### src/rtl/cpu_core.sv
// cpu_core: single-cycle 19-bit core with a 32 x 19 register file.
// Every un-halted clock edge executes one instruction, writes back and moves the PC.
// Optional feature macro: CPU_HALT_EN. When defined, opcode 1111 halts the core
// until reset. When undefined, opcode 1111 is a NOP.
module cpu_core (
    input  logic        clk,
    input  logic        reset,
    input  logic [18:0] instruction,
    output logic [18:0] pc_out,
    input  logic [18:0] mem_data_in,
    output logic [18:0] mem_address,
    output logic [18:0] mem_data_out,
    output logic        mem_write
);

    localparam logic [3:0] OP_ADD = 4'b0000;
    localparam logic [3:0] OP_SUB = 4'b0001;
    localparam logic [3:0] OP_MUL = 4'b0010;
    localparam logic [3:0] OP_AND = 4'b0011;
    localparam logic [3:0] OP_OR  = 4'b0100;
    localparam logic [3:0] OP_XOR = 4'b0101;
    localparam logic [3:0] OP_NOT = 4'b0110;
    localparam logic [3:0] OP_INC = 4'b0111;
    localparam logic [3:0] OP_DEC = 4'b1000;
    localparam logic [3:0] OP_LD  = 4'b1001;
    localparam logic [3:0] OP_ST  = 4'b1010;
    localparam logic [3:0] OP_JMP = 4'b1011;
    localparam logic [3:0] OP_BEQ = 4'b1100;
    localparam logic [3:0] OP_BNE = 4'b1101;
    localparam logic [3:0] OP_SHL = 4'b1110;
    localparam logic [3:0] OP_SYS = 4'b1111;

    logic [3:0]  op;
    logic [4:0]  fa;
    logic [4:0]  fb;
    logic [4:0]  fc;
    logic [18:0] rf [32];
    logic [18:0] ra;
    logic [18:0] rb;
    logic [18:0] rc;
    logic [18:0] ea;
    logic [18:0] pc_reg;
    logic [18:0] pc_inc;
    logic [18:0] pc_next;
    logic [18:0] wr_data;
    logic        wr_en;
    logic        active;
    logic [18:0] addr_next;
    logic [18:0] sdata_next;
    logic        write_next;

    assign op = instruction[18:15];
    assign fa = instruction[14:10];
    assign fb = instruction[9:5];
    assign fc = instruction[4:0];

    assign ra = rf[fa];
    assign rb = rf[fb];
    assign rc = rf[fc];
    assign ea = rb + {14'b0, fc};
    assign pc_inc = pc_reg + 19'd1;
    assign pc_out = pc_reg;

`ifdef CPU_HALT_EN
    logic halted_reg;

    // Halted flag: set by HALT, cleared only by reset.
    always_ff @(posedge clk) begin
        if (reset)
            halted_reg <= 1'b0;
        else if (active && op == OP_SYS)
            halted_reg <= 1'b1;
    end

    assign active = ~reset & ~halted_reg;
`else
    assign active = ~reset;
`endif

    // R0 is hard-wired to zero; R1..R31 are individual registers.
    assign rf[0] = 19'd0;
    generate
        for (genvar gi = 1; gi < 32; gi++) begin : g_reg
            logic [18:0] r_reg;

            // Write-back into this register when it is the destination.
            always_ff @(posedge clk) begin
                if (reset)
                    r_reg <= 19'd0;
                else if (wr_en && fa == 5'(gi))
                    r_reg <= wr_data;
            end

            assign rf[gi] = r_reg;
        end
    endgenerate

    // Decode: result, next PC and memory-port values for the presented instruction.
    always_comb begin
        wr_data    = 19'd0;
        wr_en      = 1'b0;
        pc_next    = pc_inc;
        addr_next  = 19'd0;
        sdata_next = 19'd0;
        write_next = 1'b0;
        case (op)
            OP_ADD: begin wr_data = rb + rc; wr_en = 1'b1; end
            OP_SUB: begin wr_data = rb - rc; wr_en = 1'b1; end
            OP_MUL: begin wr_data = rb * rc; wr_en = 1'b1; end
            OP_AND: begin wr_data = rb & rc; wr_en = 1'b1; end
            OP_OR:  begin wr_data = rb | rc; wr_en = 1'b1; end
            OP_XOR: begin wr_data = rb ^ rc; wr_en = 1'b1; end
            OP_NOT: begin wr_data = ~rb;     wr_en = 1'b1; end
            OP_INC: begin wr_data = ra + 19'd1; wr_en = 1'b1; end
            OP_DEC: begin wr_data = ra - 19'd1; wr_en = 1'b1; end
            OP_LD: begin
                addr_next = ea;
                wr_data   = mem_data_in;
                wr_en     = 1'b1;
            end
            OP_ST: begin
                addr_next  = ea;
                sdata_next = ra;
                write_next = 1'b1;
            end
            OP_JMP: pc_next = {4'b0, fa, fb, fc};
            OP_BEQ: if (ra == rb) pc_next = pc_inc + {{14{fc[4]}}, fc};
            OP_BNE: if (ra != rb) pc_next = pc_inc + {{14{fc[4]}}, fc};
            OP_SHL: begin
                wr_data = (rc[4:0] >= 5'd19) ? 19'd0 : (rb << rc[4:0]);
                wr_en   = 1'b1;
            end
            OP_SYS: begin
`ifdef CPU_HALT_EN
                pc_next = pc_reg;
`else
                pc_next = pc_inc;
`endif
            end
            default: pc_next = pc_inc;
        endcase
        if (!active) begin
            wr_en      = 1'b0;
            addr_next  = 19'd0;
            sdata_next = 19'd0;
            write_next = 1'b0;
        end
    end

    assign mem_address  = addr_next;
    assign mem_data_out = sdata_next;
    assign mem_write    = write_next;

    // Program counter: cleared by reset, held while halted.
    always_ff @(posedge clk) begin
        if (reset)
            pc_reg <= 19'd0;
        else if (active)
            pc_reg <= pc_next;
    end

endmodule

### config.mk
export PLATFORM = sky130hd
export DESIGN_NAME = cpu_core
export DESIGN_NICKNAME = d
export VERILOG_FILES = /design/src/rtl/cpu_core.sv
export SDC_FILE = /design/constraint.sdc
export NUM_CORES = 2
export LEC_CHECK = 0
export BUFFER_PORTS_ARGS = -buffer_cell sky130_fd_sc_hd__buf_2
export CAP_MARGIN = 20
export CORE_MARGIN = 2
export CORE_UTILIZATION = 50
export CTS_CLUSTER_SIZE = 30
export DETAILED_ROUTE_END_ITERATION = 7
export PLACE_DENSITY = 0.74
export SLEW_MARGIN = 5
export SYNTH_ARGS = -nofsm -noshare
export SYNTH_HDL_FRONTEND = slang
export SYNTH_SLANG_ARGS = --single-unit
### constraint.sdc
create_clock -name clk -period 19 [get_ports clk]
set_clock_uncertainty 0.15 [all_clocks]
set_input_delay 1.9 -clock clk [delete_from_list [all_inputs] [get_ports clk]]
set_output_delay 1.9 -clock clk [all_outputs]
set_load 0.01 [all_outputs]
==> results.py <==
metrics = {
    "synthesis": {
        "yosysWarnings": 0,
        "syn-num-nets": 5204,
        "synthCells": 4875,
        "synth_area_um2": 47450,
        "async_flop_share_pct": 0,
        "synth_seq_area_share_pct": 25.65,
        "synth_edf_count": 0,
        "netlist_top_cells_count": "nor2_1, dfxtp_1, a211oi_1",
        "yosys.area.top_type": "dfxtp_1",
        "synth_ff_type": "dfxtp_1",
        "ys_ff_latch": 608,
        "synth_most_common_cell": "nor2_1",
        "synthTopCellsByArea": "dfxtp_1, mux4_2, a211oi_1, nor2_1, fa_1",
        "synth_cell_types": 105,
        "netlist.area_leader.share_pct": 25.65,
        "avgSynthCellArea_um2": 9.734,
    },
    "clock_network": {
        "cts_setup_buffers": 0,
        "hold_buffers": 0,
        "post_cts_resized": 0,
        "insertion_delay_ps": 630,
        "numCtsBuffers": 69,
        "clock_path_buffers": 3,
        "cts_tree": "yes",
        "clkTransAtPathRegs_ps": 60,
        "root_buffer": "clkbuf_16",
        "htree_levels": 3,
        "cts_sinks": 608,
    },
    "sta": {
        "maxSlewHeadroom_pct": 16.77,
        "finalSetupViolCount": 0,
        "period_needed_ps": 11650,
        "hold_violations": 0,
        "rsz0062_at_grt": "no",
        "maxSlewViolCount": 0,
        "hold_slack_ps": 368.7,
        "tightest_slew_ps": 1243,
        "fmax_mhz": 85.84,
        "setup_tns_ps": 0,
        "min_period_over_period_pct": 61.31,
    },
    "setup_path": {
        "critPathSlowestCell": "buf_4",
        "critPathKind": "input port to flop",
        "critPathMaxFanout": 47,
        "crit_top_cell": "ha_1",
        "cpPeakStageDelay_ps": 720,
        "cp-end-kind": "flop",
        "crit_arrival_ps": 11930,
        "rrSetupSlack_ps": 9870,
        "required_ps": 19280,
        "critPathLaunchType": "input port",
    },
    "routing": {
        "routedWlPerCell_um": 29.97,
        "drc": 0,
        "drt_iter0_drc": 5838,
        "dr.pass1.iters": 8,
        "vias": 42540,
        "viasPerCell": 7.036,
        "routed_wl_um": 181200,
        "ant_nets": 0,
    },
    "power_and_ir_drop": {
        "p_leak_nw": 18.64,
        "p_per_area_nw_per_um2": 67.30,
        "ir_drop_mv": 0.06160,
    },
    "global_route": {
        "use_met1_pct": 45.54,
        "antenna_found_initial": 6,
        "use_met2_pct": 53.43,
        "track_usage_pct": 36.27,
        "grt_max_degree": 114,
        "met3_usage_pct": 11.17,
        "top_usage_layer": "met2",
        "grt_overflow": 0,
        "grt_pass1_vias": 40590,
        "grt_pass1_wl_um": 266800,
    },
    "floorplanning": {
        "fp.dieH_um": 312.1,
        "core-area_um2": 93750,
        "ios": 98,
        "rows": 112,
        "die_x_um": 312.1,
        "die-area_um2": 97390,
        "initial_utilization_pct": 50.62,
    },
    "flow_run": {
        "maxCapViolCount": 0,
    },
    "placement": {
        "place_congestion": 0.9770,
        "dp_hpwl_um": 120000,
        "portBuffers": 97,
    },
    "final_layout": {
        "drive_above_1_share_pct": 19.96,
        "synthToLayoutAreaGrowth_pct": 8.189,
        "largest_register_ffs": 589,
        "final_nets": 5068,
    },
    "outcome": {
        "status": "finished clean",
    },
    "worst_hold_path": {
        "worstHoldPathType": "flop to flop",
    },
}
==> area by class of cell <==
cell class	instances	area [µm²]
inverters	285	1070
well taps	1254	1569
clock buffers	94	1961
flip-flops and latches	608	12170
repair buffers	244	1765
diodes	3	7.507
clock inverters	27	392.9
fillers	8171	42410
multi-input cells	3531	32400
==> power breakdown <==
group          internal, W  leakage (nW)  switching (W)
clock network     0.000824          1.14       0.000583
registers          0.00129          4.90      0.0000144
logic             0.000241          12.6       0.000503
==> path summary, 6_finish.rpt <==
path                             from                  end  cells past startpoint
hold reg to reg   g_reg[13].r_reg[10]  g_reg[13].r_reg[10]                      2
setup reg to reg   g_reg[15].r_reg[3]   g_reg[3].r_reg[18]                     31
hold / removal    g_reg[13].r_reg[10]  g_reg[13].r_reg[10]                      2
setup / recovery       instruction[6]   g_reg[3].r_reg[18]                     34
==> metal layers <==
layer  routed length, µm  vias up  share of wire, %
li1                    -    17800                 -
met1               64200    20610                35
met2               76860     3224                42
met3               25160      900                14
met4               14940        6               8.2
met5                  43        -             0.024
==> layout by cell type (no fill, tap or decap), drive strengths merged, types with 19 or more instances in the layout <==
cell | netlist | routed
o22ai | 24 | 24
a21oi | 101 | 101
nor2 | 886 | 886
a221oi | 57 | 57
buf | 205 | 240
and2 | 20 | 20
and3 | 19 | 19
mux4 | 405 | 405
mux2 | 69 | 69
a22oi | 54 | 54
nor2b | 30 | 30
nand2b | 33 | 33
dfxtp | 608 | 608
nor3 | 37 | 37
o21ai | 87 | 87
xor2 | 46 | 46
a311oi | 67 | 67
fa | 127 | 127
inv | 278 | 283
nand3 | 33 | 33
clkbuf | 243 | 98
ha | 162 | 162
nand2 | 203 | 203
mux2i | 216 | 216
xnor2 | 101 | 101
a221o | 20 | 20
a211oi | 488 | 488
==> through the flow <==
step	instances	instance area, µm²	setup slack, ps	power (W)	util, %
3_3_place_gp	5914	48830	7106	0.002036	52.09
2_1_floorplan	4875	47450	8776	0.001818	-
6_report	6046	51340	7350	0.003455	54.76
3_5_place_dp	5914	48830	7057	0.002042	52.09
5_1_grt	6044	51340	7007	0.003539	54.76
4_1_cts	6035	51190	7646	0.003424	54.60
==> worst max-delay path, delay by kind of cell <==
kind / cells / cell delay (ps)
simple gates: 3 / 400
buf+inv: 10 / 3240
xor+xnor: 1 / 210
fa+ha+maj: 8 / 2810
compound gates: 11 / 2750
mux: 1 / 420
==> kinds of logic after synthesis <==
| family | Yosys count | share of synthesized area (%) |
|---|---|---|
| AND/OR/NAND/NOR | 1325 | 11.73 |
| AO/OA/AOI/OAI | 1078 | 17.49 |
| buffers and inverters | 736 | 7.066 |
| multiplexers | 690 | 25.56 |
| flip-flops | 608 | 25.65 |
| adder cells (fa/ha/maj) | 289 | 9.629 |
| XOR/XNOR | 149 | 2.871 |
No activity file was read; power rests on OpenSTA's default activity.
